### src/rtl/seg7_scan.sv
// Time-multiplexed hex driver for a common-anode seven-segment display.
// Steps one digit per rising edge of an asynchronous scan strobe and snapshots its inputs per frame.
module seg7_scan #(
  parameter int NUM_DIGITS = 8
) (
  input  logic                    clk,
  input  logic                    rst_n,
  input  logic                    tick_in,
  input  logic [4*NUM_DIGITS-1:0] data_in,
  input  logic [NUM_DIGITS-1:0]   dp_mask,
  input  logic                    lz_en,
  input  logic                    blank,
  output logic [NUM_DIGITS-1:0]   an,
  output logic [6:0]              seg,
  output logic                    dp,
  output logic                    frame_start
);

  localparam int IW = $clog2(NUM_DIGITS);
  localparam logic [IW-1:0] LAST_IDX = IW'(NUM_DIGITS - 1);

  // Active-low segment pattern {g,f,e,d,c,b,a} for one hex nibble.
  function automatic logic [6:0] hex_to_seg(input logic [3:0] v);
    logic [6:0] s;
    case (v)
      4'h0:    s = 7'h40;
      4'h1:    s = 7'h79;
      4'h2:    s = 7'h24;
      4'h3:    s = 7'h30;
      4'h4:    s = 7'h19;
      4'h5:    s = 7'h12;
      4'h6:    s = 7'h02;
      4'h7:    s = 7'h78;
      4'h8:    s = 7'h00;
      4'h9:    s = 7'h10;
      4'hA:    s = 7'h08;
      4'hB:    s = 7'h03;
      4'hC:    s = 7'h46;
      4'hD:    s = 7'h21;
      4'hE:    s = 7'h06;
      4'hF:    s = 7'h0E;
      default: s = 7'h7F;
    endcase
    return s;
  endfunction

  logic                    s1_r, s2_r, s3_r;
  logic [IW-1:0]           idx_r;
  logic [4*NUM_DIGITS-1:0] data_r;
  logic [NUM_DIGITS-1:0]   dpm_r;
  logic                    lz_r;

  logic                    step_s;
  logic                    wrap_s;
  logic [IW-1:0]           next_idx_s;
  logic [4*NUM_DIGITS-1:0] eff_data_s;
  logic [NUM_DIGITS-1:0]   eff_dpm_s;
  logic                    eff_lz_s;
  logic [NUM_DIGITS-1:0]   lz_dark_s;
  logic                    run_zero_s;
  logic [3:0]              nib_s;
  logic [NUM_DIGITS-1:0]   an_next_s;
  logic [6:0]              seg_next_s;
  logic                    dp_next_s;

  assign step_s     = s2_r & ~s3_r;
  assign wrap_s     = (idx_r == LAST_IDX);
  assign next_idx_s = wrap_s ? '0 : idx_r + IW'(1);
  // On a wrap the digit-0 outputs decode the value being captured on the same edge.
  assign eff_data_s = wrap_s ? data_in : data_r;
  assign eff_dpm_s  = wrap_s ? dp_mask : dpm_r;
  assign eff_lz_s   = wrap_s ? lz_en   : lz_r;
  assign nib_s      = eff_data_s[{next_idx_s, 2'b00} +: 4];

  // Leading-zero mask: a digit goes dark when it and every digit above it are zero.
  always_comb begin
    lz_dark_s  = '0;
    run_zero_s = 1'b1;
    for (int i = NUM_DIGITS - 1; i >= 0; i--) begin
      run_zero_s   = run_zero_s & (eff_data_s[4*i +: 4] == 4'h0);
      lz_dark_s[i] = eff_lz_s & run_zero_s & (i != 0) & ~eff_dpm_s[i];
    end
  end

  // Output pattern for the digit about to be driven.
  always_comb begin
    an_next_s  = '1;
    seg_next_s = 7'h7F;
    dp_next_s  = 1'b1;
    if (!lz_dark_s[next_idx_s]) begin
      an_next_s[next_idx_s] = 1'b0;
      seg_next_s            = hex_to_seg(nib_s);
      dp_next_s             = ~eff_dpm_s[next_idx_s];
    end else begin
      an_next_s  = '1;
      seg_next_s = 7'h7F;
      dp_next_s  = 1'b1;
    end
  end

  // Strobe synchronizer, digit counter, frame snapshot and registered display outputs.
  always_ff @(posedge clk or negedge rst_n) begin
    if (!rst_n) begin
      s1_r        <= 1'b0;
      s2_r        <= 1'b0;
      s3_r        <= 1'b0;
      idx_r       <= LAST_IDX;
      data_r      <= '0;
      dpm_r       <= '0;
      lz_r        <= 1'b0;
      an          <= '1;
      seg         <= 7'h7F;
      dp          <= 1'b1;
      frame_start <= 1'b0;
    end else begin
      s1_r        <= tick_in;
      s2_r        <= s1_r;
      s3_r        <= s2_r;
      frame_start <= step_s & wrap_s;
      if (step_s) begin
        idx_r <= next_idx_s;
        if (wrap_s) begin
          data_r <= data_in;
          dpm_r  <= dp_mask;
          lz_r   <= lz_en;
        end
      end
      // Blanking takes effect at once; un-blanking waits for the next step.
      if (blank) begin
        an  <= '1;
        seg <= 7'h7F;
        dp  <= 1'b1;
      end else if (step_s) begin
        an  <= an_next_s;
        seg <= seg_next_s;
        dp  <= dp_next_s;
      end else begin
        an  <= an;
        seg <= seg;
        dp  <= dp;
      end
    end
  end

endmodule
### config.mk
export PLATFORM = sky130hd
export DESIGN_NAME = seg7_scan
export DESIGN_NICKNAME = d
export VERILOG_FILES = /design/src/rtl/seg7_scan.sv
export SDC_FILE = /design/constraint.sdc
export NUM_CORES = 1
export LEC_CHECK = 0
export CAP_MARGIN = 10
export CORE_UTILIZATION = 45
export CTS_CLUSTER_DIAMETER = 200
export DETAILED_ROUTE_END_ITERATION = 12
export PLACE_DENSITY = 0.81
export SKIP_CTS_REPAIR_TIMING = 1
export SYNTH_ARGS = -nofsm -noshare
export SYNTH_HDL_FRONTEND = slang
export SYNTH_SLANG_ARGS = --single-unit
### constraint.sdc
create_clock -name clk -period 3.8 [get_ports clk]
set_input_delay 0.76 -clock clk [delete_from_list [all_inputs] [get_ports clk]]
set_output_delay 0.76 -clock clk [all_outputs]
set_load 0.01 [all_outputs]
Word-level counts from Yosys, hierarchy flattened:

Memory sizes are Yosys's and may differ from the RTL's.
Index checks and enable logic that the tools add are counted.

* shift-type cells: 1
* mux-type cells: 19
* reductions and logical operators: 9
* equality and inequality tests: 1
* bitwise logic cells: 32
* $add $sub $neg: 1
* $lt $le $gt $ge: 2

Operators with widths (count)
* 32-bit 2-to-1 mux: 1
* 8-bit 2-to-1 mux: 4
* 32-bit by 6-bit variable part select with 4-bit output: 1
* 4-bit logical NOT: 7
* 1-bit bitwise AND: 22
* 7-bit 2-to-1 mux: 3
* 1-bit inverter: 9
* 8-bit inverter: 1
* 1-bit 2-to-1 mux: 7
* 1-bit binary-select mux with 3-bit select: 2
* 3-bit by 4-bit less-than comparator with 1-bit output, second input constant: 1
* 3-bit by 1-bit adder with 3-bit output, second input constant: 1
* 1-bit demux with 3-bit select: 1
* 3-bit equality test, second input constant: 1
* 3-bit by 1-bit >= comparator with 1-bit output, second input constant: 1
* 3-bit 2-to-1 mux: 1
* 2-bit nonzero test: 1
* 1-bit logical AND: 1

* register bits: 64
* logic and storage cells: 77
* output and inout bits: 17
* input bits: 45
* memory bits (read-only): 112
* memories kept: 1

Memory list
* (no name shown): depth 16, bits a word 7, rd ports 1, clocked after Yosys merged registers in 0, write ports 0, RTL line 25 `case (v)`

Longest topological paths before layout:

* word-level depth: 16
* mapped depth: 14
* gate-level depth less buffers: 12

Worst setup path before layout:

No wires, ideal clock.

* path type: register -> register
* start: reg idx_r[0]
* end: reg seg[3]
* required time: 3720 ps
* buffers on the path: 1
* cell stages (with the launch flop): 13
* setup time: 80 ps
* path slack: 837 ps
* arrival time: 2882 ps
* clock period less this slack: 2963 ps
* cell sequence: dfstp_2 ha_1 ha_1 buf_4 nand2_1 o22ai_1 a2111o_1 a21oi_2 inv_1 ha_1 mux4_1 inv_1 a21oi_2

* elaborated cells between the ends (all ways): 47
* classes of those cells: add/sub: 1; eq/ne: 1; shift: 1; mux: 9; bitwise: 27; reduce/logical: 7; memory: 1

RTL lines
* start, declared: RTL line 48 `logic [IW-1:0] idx_r;`
* start signal, assigned: RTL line 121 `idx_r <= next_idx_s;`
* 3-bit by 1-bit adder with 3-bit output / 3-bit equality test (equally long branches): RTL line 68, 67
* 3-bit 2-to-1 mux (*): RTL line 68 `assign next_idx_s = wrap_s ? '0 : idx_r + IW'(1);`
* net next_idx_s[2]: RTL line 55 `logic [IW-1:0] next_idx_s;`
* 32-bit by 6-bit variable part select with 4-bit output / 1-bit binary-select mux with 3-bit select (equally long branches): RTL line 73, 90
* memory 16 x 7 bit / 1-bit 2-to-1 mux (equally long branches)
* 7-bit 2-to-1 mux (*): RTL line 90 `if (!lz_dark_s[next_idx_s]) begin`
* 7-bit 2-to-1 mux (*): RTL line 133 `end else if (step_s) begin`
* 7-bit 2-to-1 mux (*): RTL line 129 `if (blank) begin`
* end signal, assigned: RTL line 135 `seg <= seg_next_s;`
* end signal, assigned: RTL line 139 `seg <= seg;`
* end, declared: RTL line 14 `output logic [6:0] seg,`

Mark *: on every way through the listed nets, which the timed path passes. The rest lies on a longest branch. The select of a mux whose other input is x is not followed.
A chain may end at the register's enable or synchronous reset.

Final worst setup path:

* start: reg idx_r[0]
* end: reg seg[3]

* longest elaborated chain between the ends: 16
* elaborated cells between the ends (all ways): 47
* classes of those cells: add/sub: 1; eq/ne: 1; shift: 1; mux: 9; bitwise: 27; reduce/logical: 7; memory: 1

RTL lines
* 3-bit equality test: RTL line 67 `assign wrap_s = (idx_r == LAST_IDX);`
* 32-bit 2-to-1 mux
* 4-bit logical NOT: RTL line 80 `run_zero_s = run_zero_s & (eff_data_s[4*i +: 4] == 4'h0);`
* 1-bit bitwise AND (6 in series): RTL line 80
* 1-bit bitwise AND (2 in series): RTL line 81 `lz_dark_s[i] = eff_lz_s & run_zero_s & (i != 0) & ~eff_dpm_s[i];`
* 1-bit binary-select mux with 3-bit select: RTL line 90
* 1-bit 2-to-1 mux (implied by the code): RTL line 90
* 7-bit 2-to-1 mux (*): RTL line 90
* 7-bit 2-to-1 mux (*): RTL line 133
* 7-bit 2-to-1 mux (*): RTL line 129

Mark *: on every way between the ends. The rest lies on a longest branch, timed or not. The select of a mux whose other input is x is not followed.

==> flow_metrics.env <==
export IMPL_drcViolationCount=0
export IMPL_cp_top_family="adder cells"
export IMPL_synth_edff_count=0
export IMPL_grt_max_degree=43
export IMPL_rsz0062_at_grt="no"
export IMPL_io_buffers=61
export IMPL_clock_skew_ps=7.245
export IMPL_tightest_slew_ps=849.5
export IMPL_core_area_mm2=0.007370
export IMPL_ant_nets=0
export IMPL_multi_input_area_mm2=0.001725
export IMPL_diodes=0
export IMPL_fin_util_pct=59.12
export IMPL_ys_flop_type="dfrtp_1"
export IMPL_switching_share_pct=39.23
export IMPL_power_density_mw_per_mm2=868.2
export IMPL_ioPinCount=62
export IMPL_critPathBufInv=2
export IMPL_finalCritPeriodShare_pct=88.71
export IMPL_hold_violations=0
export IMPL_p_clk_share_pct=16.2
export IMPL_rows=31
export IMPL_routabilityCongestion=0.9665
export IMPL_critical_path_class="flop to flop"
export IMPL_cp_num_cells=11
export IMPL_internal_power_mw=2.299
export IMPL_fin_cells=481
export IMPL_ctsLongestPathBuffers=2
export IMPL_cp_required_ps=4050
export IMPL_outcome="completed"
export IMPL_placed_area_mm2=0.004155
export IMPL_hpwl_mm=6.165
export IMPL_whs_ps=355.8
export IMPL_worstHoldPathType="flop to flop"
export IMPL_seq_power_share_pct=32.4
export IMPL_antenna_found_initial=0
export IMPL_synth_area_mm2=0.003477
export IMPL_rr_worst_depth=11
export IMPL_drv_cap=0
export IMPL_drtIter0Drc=192
export IMPL_combPwrFrac_pct=51.4
export IMPL_fmax_mhz=296.7
export IMPL_startpoint="idx_r[0]$_DFFE_PN1P_"
export IMPL_synth_cells=319
export IMPL_grt_pass1_wl_mm=13.57
export IMPL_cts_root_buf="clkbuf_8"
export IMPL_seq_area_frac_synth_pct=46.74
export IMPL_n_fill_cell=635
export IMPL_viasPerCell=5.659
export IMPL_yosys_top_cells_area="dfrtp_1 (32%), dfstp_2 (14%), mux2_1 (13%), nand2_1 (5.0%), mux2i_1 (4.0%)"
export IMPL_numCtsBuffers=9
export IMPL_tritoncts="yes"
export IMPL_slew_headroom_pct=43.36
export IMPL_ys_seq_elements=64
export IMPL_area_delta_synth_final_pct=25.30
export IMPL_synth_top_area_share_pct=32.39
export IMPL_dieHeight_um=89.90
export IMPL_worstPathMaxFanout=16
export IMPL_reg2reg_from="idx_r[0]$_DFFE_PN1P_"
export IMPL_ys_warn_count=0
export IMPL_cp_common_cell="ha_1"
export IMPL_vias=2722
export IMPL_hold_start="s1_r$_DFF_PN0_"
export IMPL_switchingPower_mw=1.484
export IMPL_drive_above_1_share_pct=14.14
export IMPL_r2r_end="seg[3]$_DFFE_PN1P_"
export IMPL_slowest_stage="dfstp_2"
export IMPL_finalPower_mw=3.782
export IMPL_clk_pin_slew_ps=70
export IMPL_slew_violations=0
export IMPL_post_drt_wl_per_cell_um=16.79
export IMPL_placed_cells=466
export IMPL_crit_path_cell_trace="ha_1 > ha_1 > nor2b_1 > o22ai_1 > a2111o_1 > a21oi_2 > inv_1 > ha_1 > mux4_1 > inv_1 > a21oi_2"
export IMPL_clock_sinks=64
export IMPL_fin_area_mm2=0.004357
export IMPL_synthesis_nets=372
export IMPL_htreeDepth=3
export IMPL_slowest_delay_ps=530
export IMPL_end_kind="flop"
export IMPL_layout_nets=431
export IMPL_place_ws_ps=392.8
export IMPL_finalSetupViolCount=0
export IMPL_seqCellArea_mm2=0.001625
export IMPL_avgSynthCellArea_um2=10.90
export IMPL_synth_async_reset_ratio_pct=100.0
export IMPL_grt_ovfl_total=0
export IMPL_leakagePower_nw=1.773
export IMPL_setup_tns_ps=0
export IMPL_die_x_um=89.90
export IMPL_initial_core_util_pct=47.18
export IMPL_crit_path_end="seg[3]$_DFFE_PN1P_"
export IMPL_first_global_vias=2670
export IMPL_yosysTopAreaCell="dfrtp_1"
export IMPL_period_needed_ps=3371
export IMPL_start_kind="flop"
export IMPL_reg2reg_slack_ps=430
export IMPL_synth_cell_types=50
export IMPL_dr_pass1_iters=4
export IMPL_finalWirelength_mm=8.074
export IMPL_die_area_mm2=0.008082
export IMPL_grt_usage_pct=21.57
export IMPL_arrival_ps=3620
export IMPL_clkLatencyLatePin_ps=340
export IMPL_setup_slack_ps=429.1
export IMPL_peakVddDrop_v=0.0004355
-- synthesized netlist by cell type (2+ instances only) --
cell type and instances:
o211ai_1 2, clkbuf_1 8, mux2_1 39, nor2_1 20, mux2i_1 14, ha_1 8
o21ai_0 2, o221ai_1 2, o31ai_1 2, dfrtp_1 45, o21ai_1 3, a21oi_1 11
inv_1 4, buf_2 8, nand3_1 4, or2_1 3, buf_4 2, a21oi_2 2
and2b_1 2, mux4_2 5, or4_1 4, inv_2 4, a22oi_1 2, nor2b_1 4
a31oi_1 5, o22ai_1 5, mux2_2 2, nand2b_1 8, nor3_1 5, dfstp_2 19
nand2_1 46, nor4_1 8, o22a_1 4
-- layout make-up --
type | instances | area share, %
clock buffer | 11 | 3.016
clock inverter | 4 | 1.608
inverter | 8 | 0.6893
multi-input combinational | 228 | 39.60
tap | 99 | 2.843
timing repair buffer | 67 | 14.93
sequential | 64 | 37.31
-- cell usage in the layout, fill, tap and decap left out, drive strengths merged, types with 3 or more instances in the layout --
cell type | synthesis | routed
nor2 | 20 | 20
nor2b | 4 | 4
o22a | 4 | 4
or4 | 4 | 4
a21oi | 13 | 13
nand2 | 46 | 46
mux2 | 41 | 41
nor4 | 8 | 8
o21ai | 5 | 5
nor3 | 5 | 5
nand3 | 4 | 4
mux4 | 6 | 6
dfstp | 19 | 19
buf | 11 | 7
ha | 8 | 8
dfrtp | 45 | 45
nand2b | 8 | 8
or2 | 3 | 3
o22ai | 5 | 5
mux2i | 14 | 14
clkdlybuf4s50 | 0 | 60
a31oi | 6 | 6
inv | 8 | 8
clkbuf | 8 | 11
-- flip-flops by register name, indices dropped and copies added (netlist names) --
register / flops
dp: 1
seg: 7
data_r: 32
frame_start: 1
dpm_r: 8
s1_r: 1
an: 8
s3_r: 1
idx_r: 3
lz_r: 1
s2_r: 1
-- power groups by stage --
stage / registers, mW / clock network, mW / logic, mW
2_1_floorplan: 1.18 / 0 / 1.47
3_3_place_gp: 1.22 / 0 / 1.87
3_5_place_dp: 1.24 / 0 / 1.93
4_1_cts: 1.23 / 0.624 / 1.94
5_1_grt: 1.27 / 0.655 / 2.12
6_report: 1.23 / 0.613 / 1.94
-- cell families after synthesis --
| kind of cell | synth area share, % |
|---|---|
| AND/OR/NAND/NOR | 15.37 |
| flip-flops | 46.74 |
| multiplexers | 21.30 |
| AO/OA/AOI/OAI | 9.823 |
| buffers and inverters | 3.634 |
| adder cells (fa/ha/maj) | 2.879 |
| XOR/XNOR | 0.2519 |
-- how the worst min path moves through the flow --
stage / slack, ps / endpoint / cells after the start
2_1_floorplan: 330 / s2_r$_DFF_PN0_ / 0
3_5_place_dp: 350 / s2_r$_DFF_PN0_ / 0
4_1_cts: 360 / s2_r$_DFF_PN0_ / 0
3_3_place_gp: 340 / s2_r$_DFF_PN0_ / 0
6_report: 360 / s2_r$_DFF_PN0_ / 0
5_1_grt: 370 / s2_r$_DFF_PN0_ / 0
-- routing by layer --
| metal | routed length, µm | vias up | track usage (%) |
|---|---|---|---|
| met5 | 0 | - | 0 |
| met4 | 177 | 0 | 10.35 |
| met3 | 528 | 18 | 6.091 |
| met2 | 3829 | 106 | 31.86 |
| met1 | 3540 | 1333 | 29.29 |
| li1 | - | 1265 | - |
Power figures use the tool's default switching activity.
